## src/rtl/touch_led_ctrl.sv

```systemverilog
// Touch-key LED mode controller: synchronizes and debounces the touch pad,
// classifies presses as short/long and sequences a 4-LED bank through display modes.
module touch_led_ctrl #(
    parameter int unsigned DEB_CYCLES  = 500_000,
    parameter int unsigned LONG_CYCLES = 50_000_000,
    parameter int unsigned STEP_CYCLES = 12_500_000
) (
    input  logic       sys_clk,
    input  logic       sys_rst_n,
    input  logic       touch_key,
    output logic [3:0] led,
    output logic [1:0] mode,
    output logic       press_short,
    output logic       press_long
);

    localparam int unsigned DEB_W  = $clog2(DEB_CYCLES);
    localparam int unsigned HOLD_W = $clog2(LONG_CYCLES + 1);
    localparam int unsigned STEP_W = $clog2(STEP_CYCLES);
    localparam int unsigned LED_W  = 4;

    typedef enum logic [1:0] {
        MODE_OFF    = 2'd0,
        MODE_STATIC = 2'd1,
        MODE_FLOW   = 2'd2,
        MODE_BLINK  = 2'd3
    } mode_e;

    logic              key_meta_q, key_meta_d;
    logic              key_s_q, key_s_d;
    logic              key_db_q, key_db_d;
    logic [DEB_W-1:0]  deb_cnt_q, deb_cnt_d;
    logic [HOLD_W-1:0] hold_cnt_q, hold_cnt_d;
    logic              press_short_q, press_short_d;
    logic              press_long_q, press_long_d;
    mode_e             mode_q, mode_d;
    logic [LED_W-1:0]  led_q, led_d;
    logic [STEP_W-1:0] step_cnt_q, step_cnt_d;

    // State register
    always_ff @(posedge sys_clk or negedge sys_rst_n) begin
        if (!sys_rst_n) begin
            key_meta_q    <= 1'b0;
            key_s_q       <= 1'b0;
            key_db_q      <= 1'b0;
            deb_cnt_q     <= '0;
            hold_cnt_q    <= '0;
            press_short_q <= 1'b0;
            press_long_q  <= 1'b0;
            mode_q        <= MODE_OFF;
            led_q         <= '0;
            step_cnt_q    <= '0;
        end else begin
            key_meta_q    <= key_meta_d;
            key_s_q       <= key_s_d;
            key_db_q      <= key_db_d;
            deb_cnt_q     <= deb_cnt_d;
            hold_cnt_q    <= hold_cnt_d;
            press_short_q <= press_short_d;
            press_long_q  <= press_long_d;
            mode_q        <= mode_d;
            led_q         <= led_d;
            step_cnt_q    <= step_cnt_d;
        end
    end

    // Next-state logic
    always_comb begin
        key_meta_d    = touch_key;
        key_s_d       = key_meta_q;
        key_db_d      = key_db_q;
        deb_cnt_d     = '0;
        hold_cnt_d    = '0;
        press_short_d = 1'b0;
        press_long_d  = 1'b0;
        mode_d        = mode_q;
        led_d         = led_q;
        step_cnt_d    = '0;

        if (key_s_q != key_db_q) begin
            if (deb_cnt_q == DEB_W'(DEB_CYCLES - 1)) begin
                key_db_d = key_s_q;
            end else begin
                deb_cnt_d = deb_cnt_q + DEB_W'(1);
            end
        end

        // Hold counter saturates, so a saturated count at release marks a long press
        if (key_db_q) begin
            if (hold_cnt_q != HOLD_W'(LONG_CYCLES)) begin
                hold_cnt_d = hold_cnt_q + HOLD_W'(1);
            end else begin
                hold_cnt_d = hold_cnt_q;
            end
            press_long_d = (hold_cnt_q == HOLD_W'(LONG_CYCLES - 1));
        end else begin
            press_short_d = (hold_cnt_q != '0) && (hold_cnt_q != HOLD_W'(LONG_CYCLES));
        end

        if (press_long_q) begin
            mode_d = MODE_OFF;
        end else if (press_short_q) begin
            case (mode_q)
                MODE_OFF:    mode_d = MODE_STATIC;
                MODE_STATIC: mode_d = MODE_FLOW;
                MODE_FLOW:   mode_d = MODE_BLINK;
                MODE_BLINK:  mode_d = MODE_STATIC;
                default:     mode_d = MODE_OFF;
            endcase
        end

        // Entry pattern on mode change, otherwise step the pattern in FLOW/BLINK
        if (mode_d != mode_q) begin
            case (mode_d)
                MODE_OFF:    led_d = 4'b0000;
                MODE_STATIC: led_d = 4'b1111;
                MODE_FLOW:   led_d = 4'b0001;
                MODE_BLINK:  led_d = 4'b1111;
                default:     led_d = 4'b0000;
            endcase
        end else if ((mode_q == MODE_FLOW) || (mode_q == MODE_BLINK)) begin
            if (step_cnt_q == STEP_W'(STEP_CYCLES - 1)) begin
                led_d = (mode_q == MODE_FLOW) ? {led_q[LED_W-2:0], led_q[LED_W-1]} : ~led_q;
            end else begin
                step_cnt_d = step_cnt_q + STEP_W'(1);
            end
        end
    end

    assign led         = led_q;
    assign mode        = mode_q;
    assign press_short = press_short_q;
    assign press_long  = press_long_q;

endmodule

```

## config.mk

```make
export PLATFORM = sky130hd
export DESIGN_NAME = touch_led_ctrl
export DESIGN_NICKNAME = d
export VERILOG_FILES = /design/src/rtl/touch_led_ctrl.sv
export SDC_FILE = /design/constraint.sdc
export NUM_CORES = 1
export LEC_CHECK = 0
export BUFFER_PORTS_ARGS = -buffer_cell sky130_fd_sc_hd__buf_2
export CORE_ASPECT_RATIO = 0.8
export CORE_MARGIN = 5
export CORE_UTILIZATION = 50
export CTS_BUF_LIST = sky130_fd_sc_hd__clkbuf_4 sky130_fd_sc_hd__clkbuf_8
export CTS_CLUSTER_DIAMETER = 120
export DETAILED_ROUTE_END_ITERATION = 6
export PLACE_DENSITY = 0.65
export RECOVER_POWER = 100
export SLEW_MARGIN = 20
export SYNTH_ARGS = -nofsm -noshare
export SYNTH_HDL_FRONTEND = slang
export SYNTH_SLANG_ARGS = --single-unit
```

## constraint.sdc

```tcl
create_clock -name sys_clk -period 2.59 [get_ports sys_clk]
set_clock_uncertainty 0.05 [all_clocks]
set_input_delay 0 -clock sys_clk [delete_from_list [all_inputs] [get_ports sys_clk]]
set_output_delay 0 -clock sys_clk [all_outputs]
set_load 0.01 [all_outputs]
```

==> impl_metrics.json, run 1 <==
{
  "hp-class": "in2reg",
  "grt_use_met1_pct": 21.84,
  "clk_latency_ns": 0.35,
  "cts_setup_buffers": 0,
  "overflow": 0,
  "clk_pin_slew_ns": 0.08,
  "worstMarginPinSlew_ns": 1.950,
  "p_total_mw": 2.403,
  "drtPass1Iterations": 4,
  "start_util_pct": 51.38,
  "setup_viol": 0,
  "ys_seq_elements": 80,
  "drt_iter0_drc": 172,
  "fmax_ghz": 0.4402,
  "io_buffers": 10,
  "wl_mm": 7.287,
  "syn-cell-area_um2": 4083,
  "crit_family": "compound AO/OA/AOI/OAI gates",
  "num_antenna_cells": 0,
  "seqCellArea_um2": 2002,
  "placed_cell_area_um2": 4258,
  "grtUsageMet3_pct": 5.492,
  "avgRoutedWirePerCell_um": 13.62,
  "gp_congestion": 0.7793,
  "detail-route-antenna-nets": 0,
  "synth.net_count": 416,
  "clk_path_buf_depth": 2,
  "cts_tree": "done",
  "dp_cells": 518,
  "globalRouteTotalUtil_pct": 15.46,
  "core_area_um2": 7946,
  "post-synth-top-area-fraction_pct": 49.03,
  "end_kind": "flip-flop",
  "cts_buffers": 9,
  "post-route-min-period_ns": 2.272,
  "grt_max_degree": 81,
  "cts_resized": 0,
  "slowest_stage": "dfrtp_1",
  "antenna_found_initial": 0,
  "drive_above_1_share_pct": 6.323,
  "cts_sinks": 80,
  "cp_slowest_stage_delay_ns": 0.46,
  "fin_setup_tns_ns": 0,
  "cp_max_fo": 24,
  "finalHoldViolations": 0,
  "syn_inst": 406,
  "stdcell_count": 535,
  "path_buf_inv": 2,
  "synth-seq-area-share_pct": 49.03,
  "peakVddDrop_mv": 0.3329,
  "syn_avg_cell_area_um2": 10.06,
  "vias_per_cell": 5.350,
  "synth_cell_types": 46,
  "cap_violations": 1,
  "ctsHtreeMaxLevel": 3,
  "cp-start-kind": "flip-flop",
  "fill_cells": 691,
  "die_w_um": 111.0,
  "cp.arrival_ns": 2.50,
  "synth.most_common_cell": "dfrtp_1",
  "status": "complete, but fails checks",
  "stdcell_area_um2": 4486,
  "slew_viol_final": 81,
  "worstSetupPathType": "reg2reg",
  "synth_top_area_cell": "dfrtp_1",
  "rows": 29,
  "worstPathRequired_ns": 2.82,
  "dp_hpwl_mm": 4.840,
  "grt_pass1_vias": 2801,
  "ys.flop_type": "dfrtp_1",
  "grt_use_met2_pct": 22.78,
  "power_density_nw_per_um2": 535.7,
  "ys_top_cells_by_count": "80 x dfrtp_1, 57 x nor2_1, 31 x xor2_1, 29 x xnor2_1, 26 x nand2_1",
  "synth-warning-count": 0,
  "cts-root-buf": "clkbuf_8",
  "synthArstFlopShare_pct": 100.0,
  "drc_errors": 0,
  "max-slew-margin-rel_pct": -29.99,
  "path_cells": "inv_1, ha_1, a22oi_1, o21ai_0, a21boi_0, nand3b_1, buf_4, nor2_1",
  "die_area_um2": 10080,
  "synthTopCellsByArea": "dfrtp_1 49%, xor2_1 6.7%, xnor2_1 6.2%",
  "areaGrowthSynthToFinish_pct": 9.868,
  "boundaryPins": 11,
  "chipHeight_um": 90.82,
  "synth_edf_count": 0,
  "p_leak_nw": 1.909,
  "finalNetCount": 433,
  "grt_first_pass_wirelength_mm": 13.01,
  "fin_crit_sh_pct": 87.71,
  "multiInputGateArea_um2": 1983,
  "top_usage_layer": "met2",
  "failed_checks": "capacitance limit, slew limit",
  "rsz0062_at_grt": "no",
  "num_vias": 2862
}
power by group:
| part | switching [mW] | internal (mW) |
|---|---|---|
| Combinational | 0.0318 | 0.00740 |
| Sequential | 0.00442 | 1.25 |
| Clock | 0.443 | 0.663 |
| Total | 0.479 | 1.92 |
final timing paths:
path                             from       endpoint  slack (ns)  cells past startpoint
setup / recovery              mode[0]  step_cnt_q[3]        0.32                      8
hold / removal              touch_key     key_meta_q        0.25                      2
setup reg to reg              mode[0]  step_cnt_q[3]        0.32                      8
hold reg to reg            key_meta_q        key_s_q        0.31                      0
max in group asynchronous   sys_rst_n  deb_cnt_q[11]        0.66                      2
min in group asynchronous   sys_rst_n        mode[0]        0.69                      2
area by class of cell:
class,count,area share (%)
Multi-Input combinational cell,306,44.21
Sequential cell,80,44.63
Timing Repair Buffer,16,1.925
Tap cell,108,3.013
Inverter,10,0.8368
Clock inverter,5,2.315
Clock buffer,10,3.068
layer usage:
layer / wire length, um / vias to the layer above
met4: 72 / 0
met5: 0 / -
met2: 3061 / 46
met1: 3832 / 1375
li1: - / 1435
met3: 320 / 6
cell families (layout without fill, tap and decap cells):
group / count (synthesis) / after routing / share of synthesized area, %
compound gates: 26 / 26 / 4.413
flops: 80 / 80 / 49.03
simple gates: 209 / 209 / 28.53
mux: 4 / 4 / 1.042
fa+ha+maj: 7 / 7 / 2.145
buf+inv: 20 / 41 / 1.961
xor+xnor: 60 / 60 / 12.87
cell usage in the layout (no fill, tap or decap), types with 2 or more instances in the layout:
master         instances
a21boi_0               4
a21oi_1                2
a22oi_1                2
and2_0                13
and2_1                 6
and3_1                11
and4_1                 6
buf_4                  3
bufinv_16              3
clkbuf_1               9
clkbuf_8              10
dfrtp_1               80
dlygate4sd3_1          2
ha_1                   7
inv_1                 10
mux2_2                 2
mux2i_1                2
nand2_1               27
nand3_1               25
nand4_1               21
nand4b_1               2
nor2_1                57
nor2b_1                8
nor3_1                 4
nor4_1                11
nor4_4                 2
nor4bb_1               2
o21a_1                 2
o21ai_0                7
o221ai_1               2
or3_1                  6
xnor2_1               29
xor2_1                31
stage by stage:
stage               setup WS [ns]  utilization, %  hold WS [ns]
detailed placement         0.3803           53.58       0.05943
global placement           0.4807           53.58       0.05997
global route               0.1239           56.45        0.2532
finish                     0.3183           56.45        0.2460
CTS                        0.3532           56.87        0.2227
floorplan                  0.4678               -       -0.3456
worst reg2reg max path: stages (launching register included):
cell	delay, ns
dfrtp_1	0.46
inv_1	0.09
ha_1	0.34
a22oi_1	0.20
o21ai_0	0.14
a21boi_0	0.43
nand3b_1	0.12
buf_4	0.24
nor2_1	0.13
timing repair:
item	in CTS	in global routing
hold buffers	2	0
hold endpoints to repair	81	0
endpoints found under the setup margin	0	0
state kept, by name (all words and copies together) (netlist names):
register / cells
hold_cnt_q: 26
step_cnt_q: 24
deb_cnt_q: 19
led: 4
mode: 2
key_db_q: 1
key_meta_q: 1
key_s_q: 1
press_long: 1
press_short: 1
Power figures use the tool's default switching activity.
==> inputs of run 2 (changes only) <==
--- a/config.mk
+++ b/config.mk
@@ -14,6 +14,7 @@
 export DETAILED_ROUTE_END_ITERATION = 6
 export PLACE_DENSITY = 0.65
 export RECOVER_POWER = 100
+export REMOVE_ABC_BUFFERS = 1
 export SLEW_MARGIN = 20
 export SYNTH_ARGS = -nofsm -noshare
 export SYNTH_HDL_FRONTEND = slang
==> run 2 against run 1 <==
Against the previous run: the flow still finishes with violations (capacitance limit, slew limit); clock power is 4% higher; via count hardly changed; core utilization is 0.094 points higher; critical path type unchanged; critical path depth stayed put; largest power group unchanged; critical endpoint is now step_cnt_q[22]; power is 1.7% higher; worst setup slack worse by 0.013 ns.
==> impl_metrics.json, run 2 (synthesis gave the netlist of run 1 again) <==
{
  "status": "complete, but fails checks",
  "failed_checks": "capacitance limit, slew limit",
  "clk_pin_slew_ns": 0.08,
  "worstMarginPinSlew_ns": 1.948,
  "top_usage_layer": "met2",
  "die_area_um2": 10080,
  "overflow": 0,
  "cp.arrival_ns": 2.53,
  "power_density_nw_per_um2": 544.0,
  "layout_commonest_cell": "dfrtp_1",
  "vias_per_cell": 5.346,
  "num_vias": 2860,
  "ctsHtreeMaxLevel": 3,
  "detail-route-antenna-nets": 0,
  "drive_above_1_share_pct": 7.026,
  "cts_resized": 0,
  "start_util_pct": 51.38,
  "cts_tree": "done",
  "wl_mm": 7.161,
  "avgRoutedWirePerCell_um": 13.39,
  "rows": 29,
  "grt_use_met1_pct": 21.65,
  "cap_violations": 1,
  "cts_buffers": 9,
  "cts_setup_buffers": 0,
  "boundaryPins": 11,
  "biggestRegsByFlops": "hold_cnt_q: 26 flops, step_cnt_q: 24 flops, deb_cnt_q: 19 flops",
  "grt_first_pass_wirelength_mm": 12.77,
  "worstPathRequired_ns": 2.83,
  "timing.hold.ws_ns": 0.2320,
  "gp_congestion": 0.7600,
  "cts_sinks": 80,
  "p_total_mw": 2.444,
  "path_cells": "inv_1, ha_1, a22oi_1, o21ai_0, a21boi_0, nand3b_1, buf_4, nor2_1",
  "finalHoldViolations": 0,
  "fin_crit_sh_pct": 88.22,
  "globalRouteTotalUtil_pct": 15.47,
  "p_leak_nw": 1.892,
  "setup_slack_ns": 0.3051,
  "grtUsageMet3_pct": 4.555,
  "antenna_found_initial": 0,
  "die_w_um": 111.0,
  "grt_use_met2_pct": 22.37,
  "setup_viol": 0,
  "num_antenna_cells": 0,
  "fin_setup_tns_ns": 0,
  "io_buffers": 10,
  "largest_register_ffs": 26,
  "worstSetupPathType": "reg2reg",
  "hp-class": "in2reg",
  "cp-start-kind": "flip-flop",
  "post-place-ws_ns": 0.3363,
  "drtPass1Iterations": 4,
  "areaGrowthSynthToFinish_pct": 10.05,
  "regMostFlops": "hold_cnt_q",
  "post-route-min-period_ns": 2.285,
  "fill_cells": 693,
  "max-slew-margin-rel_pct": -29.87,
  "drt_iter0_drc": 199,
  "peakVddDrop_mv": 0.3578,
  "placed_cell_area_um2": 4250,
  "slowest_stage": "dfrtp_1",
  "clk_path_buf_depth": 2,
  "stdcell_area_um2": 4493,
  "chipHeight_um": 90.82,
  "fmax_ghz": 0.4377,
  "final_cell_mix": "80 x dfrtp_1, 57 x nor2_1, 31 x xor2_1",
  "end_kind": "flip-flop",
  "cp_slowest_stage_delay_ns": 0.46,
  "rsz0062_at_grt": "no",
  "grt_max_degree": 81,
  "grt_pass1_vias": 2730,
  "dp_hpwl_mm": 4.821,
  "slew_viol_final": 81,
  "clk_latency_ns": 0.36,
  "drc_errors": 0,
  "core_area_um2": 7946,
  "finalNetCount": 432,
  "cp_max_fo": 24,
  "cts-root-buf": "clkbuf_8"
}
## run 2: metrics by stage
step	std cells	utilization [%]
floorplan	396	-
global placement	517	53.49
detailed placement	517	53.49
CTS	535	56.92
global route	535	56.54
finish	535	56.54
## run 2: final timing paths
check / cells past startpoint / slack [ns] / start / end
worst min-delay path: 2 / 0.23 / touch_key / key_meta_q
worst max register to register: 8 / 0.31 / mode[0] / step_cnt_q[22]
max in group asynchronous: 2 / 0.67 / sys_rst_n / deb_cnt_q[9]
worst max-delay path: 8 / 0.31 / mode[0] / step_cnt_q[22]
worst min register to register: 0 / 0.31 / key_meta_q / key_s_q
min in group asynchronous: 2 / 0.66 / sys_rst_n / led[0]
## run 2: timing repair
action                                 in CTS  in global routing
endpoints found under the hold margin      81                  0
setup endpoints to repair                   0                  0
hold buffers                                2                  0
## run 2: layout make-up
class	count	area [um^2]	share of cell area, %
inverters	10	37.54	0.8354
flip-flops and latches	80	2002	44.56
clock buffers	10	137.6	3.063
multi-input cells	306	1983	44.14
repair buffers	15	82.58	1.838
clock inverters	6	115.1	2.562
well taps	108	135.1	3.008
## run 2: critical path: cells and delay by family (launching register included)
family | cells | cell delay [ns]
flops | 1 | 0.46
compound gates | 3 | 0.76
fa+ha+maj | 1 | 0.34
buf+inv | 2 | 0.33
simple gates | 2 | 0.27
## run 2: metal layers
layer | routed length, um | part of all wire (%) | vias to the layer above
met1 | 3670 | 51 | 1373
li1 | - | - | 1437
met3 | 259 | 3.6 | 12
met2 | 3115 | 43 | 38
met5 | 0 | 0 | -
met4 | 116 | 1.6 | 0
## run 2: where the power goes
group	switching, mW	total (mW)	internal [mW]
combinational	0.0320	0.0394	0.00740
clock	0.476	1.15	0.671
sequential	0.00466	1.26	1.25
==> inputs of run 3 (changes only) <==
--- a/config.mk
+++ b/config.mk
@@ -5,6 +5,7 @@
 export SDC_FILE = /design/constraint.sdc
 export NUM_CORES = 1
 export LEC_CHECK = 0
+export ABC_AREA = 1
 export BUFFER_PORTS_ARGS = -buffer_cell sky130_fd_sc_hd__buf_2
 export CORE_ASPECT_RATIO = 0.8
 export CORE_MARGIN = 5
==> run 3 against run 2 <==
Against the previous run: the run now ends clean; count of clock-buffer cells in the layout fell by 1; cell area rose by 11%; via count rose by 35%; die area rose by 12%; synthesized cell count rose by 57%; non-clock buffer count fell by 3; first-iteration DRC count rose by 47%; worst setup slack improved by 0.18 ns; sequential share of layout area fell by 4.3 points; sequential power barely moved; largest cell class is now multi-input gates; largest power group unchanged.
==> impl_metrics.json, run 3 <==
{
  "status": "complete, no violations",
  "cp-start-kind": "flip-flop",
  "dp_cells": 755,
  "cts-root-buf": "clkbuf_8",
  "synthTopCellsByArea": "dfrtp_1 43%, nand2_1 13%, nor2_1 12%",
  "stdcell_area_um2": 4972,
  "hp-class": "in2async",
  "syn_inst": 636,
  "ctsHtreeMaxLevel": 3,
  "r2r-start": "mode[0]",
  "num_vias": 3859,
  "seqPwrFrac_pct": 55.0,
  "detail-route-antenna-nets": 0,
  "synth_edf_count": 0,
  "cp_max_fo": 24,
  "cts_sinks": 80,
  "synth_top_area_cell": "dfrtp_1",
  "areaGrowthSynthToFinish_pct": 7.289,
  "overflow": 0,
  "startpoint": "mode[0]",
  "drive_above_1_share_pct": 5.784,
  "cts_tree": "done",
  "final_cell_mix": "166 x nand2_1, 150 x nor2_1, 80 x dfrtp_1",
  "syn-cell-area_um2": 4634,
  "num_antenna_cells": 0,
  "worstMarginPinSlew_ns": 0.7222,
  "timing.hold.ws_ns": 0.1923,
  "fmax_ghz": 0.4741,
  "post-route-util_pct": 55.02,
  "clk_path_buf_depth": 2,
  "drtPass1Iterations": 4,
  "start_util_pct": 51.28,
  "intPower_mw": 1.795,
  "chipHeight_um": 96.11,
  "largest_register_ffs": 26,
  "cp.arrival_ns": 2.29,
  "finalNetCount": 663,
  "worstPathRequired_ns": 2.77,
  "switching_power_mw": 0.4886,
  "post-place-ws_ns": 0.7336,
  "post-synth-top-area-fraction_pct": 43.20,
  "synth-seq-area-share_pct": 43.20,
  "die_area_um2": 11310,
  "fill_cells": 895,
  "biggestRegsByFlops": "hold_cnt_q: 26 flops, step_cnt_q: 24 flops, deb_cnt_q: 19 flops",
  "multiInputGateArea_um2": 2295,
  "clk_latency_ns": 0.35,
  "ys_seq_elements": 80,
  "avgRoutedWirePerCell_um": 12.40,
  "grt_first_pass_wirelength_mm": 17.09,
  "clockPowerShare_pct": 43.1,
  "drc_errors": 0,
  "ys_top_cells_by_count": "165 x nand2_1, 147 x nor2_1, 80 x dfrtp_1, 64 x inv_1, 46 x nand3_1",
  "fin_setup_tns_ns": 0,
  "seqCellArea_um2": 2002,
  "gp_congestion": 0.9267,
  "p_sw_share_pct": 21.40,
  "ys.flop_type": "dfrtp_1",
  "vias_per_cell": 4.999,
  "drt_iter0_drc": 293,
  "synth-warning-count": 0,
  "cts_setup_buffers": 0,
  "dp_hpwl_mm": 7.030,
  "rsz0062_at_grt": "no",
  "rows": 31,
  "synth.most_common_cell": "nand2_1",
  "setup_slack_ns": 0.4809,
  "clk_pin_slew_ns": 0.08,
  "ff2ff_setup_slack_ns": 0.48,
  "finalHoldViolations": 0,
  "fin_crit_sh_pct": 81.43,
  "synth_cell_types": 32,
  "p_total_mw": 2.284,
  "peakVddDrop_mv": 0.3469,
  "io_buffers": 10,
  "core_area_um2": 9037,
  "placed_cell_area_um2": 4790,
  "globalRouteTotalUtil_pct": 18.49,
  "max-slew-margin-rel_pct": 51.85,
  "end_kind": "flip-flop",
  "worstSetupPathType": "reg2reg",
  "cts_buffers": 9,
  "syn_avg_cell_area_um2": 7.287,
  "p_leak_nw": 2.110,
  "layout_commonest_cell": "nand2_1",
  "cap_violations": 0,
  "wl_mm": 9.574,
  "slew_viol_final": 0,
  "regMostFlops": "hold_cnt_q",
  "setup_viol": 0,
  "synthArstFlopShare_pct": 100.0,
  "grt_max_degree": 81,
  "boundaryPins": 11,
  "combPwrFrac_pct": 1.8,
  "die_w_um": 117.6,
  "grt_pass1_vias": 3699,
  "post-route-min-period_ns": 2.109,
  "antenna_found_initial": 0,
  "power_density_nw_per_um2": 459.3,
  "stdcell_count": 772
}
## run 3: logic make-up (layout without fill, tap and decap cells)
| group | count (synthesis) | count (layout) | synth area share (%) |
|---|---|---|---|
| AND/OR/NAND/NOR | 415 | 415 | 38.82 |
| flip-flops | 80 | 80 | 43.20 |
| buffers and inverters | 74 | 95 | 6.425 |
| XOR/XNOR | 38 | 38 | 7.181 |
| AO/OA/AOI/OAI | 22 | 22 | 2.484 |
| adder cells (fa/ha/maj) | 7 | 7 | 1.890 |
## run 3: critical path, cell delays in order, from the launching register on
cell and delay [ns]:
dfrtp_1 0.42, inv_1 0.09, ha_1 0.29, nand2_1 0.08
nand3_1 0.12, nand2_1 0.10, nand2_2 0.09, nand2_2 0.10
clkinvlp_2 0.23, nand3_4 0.30, nor2_1 0.09
## run 3: layout make-up
type | count | share of cell area, %
clock inverters | 6 | 1.711
repair buffers | 12 | 1.334
well taps | 115 | 2.894
flip-flops and latches | 80 | 40.26
clock buffers | 9 | 2.491
inverters | 68 | 5.159
multi-input cells | 482 | 46.15
## run 3: worst paths after layout
| check | end | depth (start not counted) |
|---|---|---|
| setup / recovery | step_cnt_q[17] | 10 |
| hold / removal | step_cnt_q[19] | 2 |
| setup reg to reg | step_cnt_q[17] | 10 |
| hold reg to reg | key_s_q | 0 |
| max in group asynchronous | hold_cnt_q[10] | 2 |
| min in group sys_clk | key_meta_q | 2 |
## run 3: metal layers
metal | GRT usage, % | part of all wire, %
met5 | 0 | 0
met4 | 6.017 | 1.0
met3 | 3.995 | 4.2
met2 | 29.14 | 44
met1 | 25.68 | 51
## run 3: repair_timing
action                                  4_1_cts  5_1_grt
endpoints found under the setup margin        0        0
endpoints found under the hold margin        81        0
hold buffers                                  2        0
gates resized for setup                       0        0
## run 3: power groups by stage
stage | clock network (mW) | logic [mW] | registers (mW)
global route | 1.07 | 0.0511 | 1.26
finish | 0.985 | 0.0419 | 1.26
CTS | 1.02 | 0.0448 | 1.26
detailed placement | 0 | 0.0422 | 1.28
floorplan | 0 | 0.0115 | 1.28
global placement | 0 | 0.0405 | 1.28
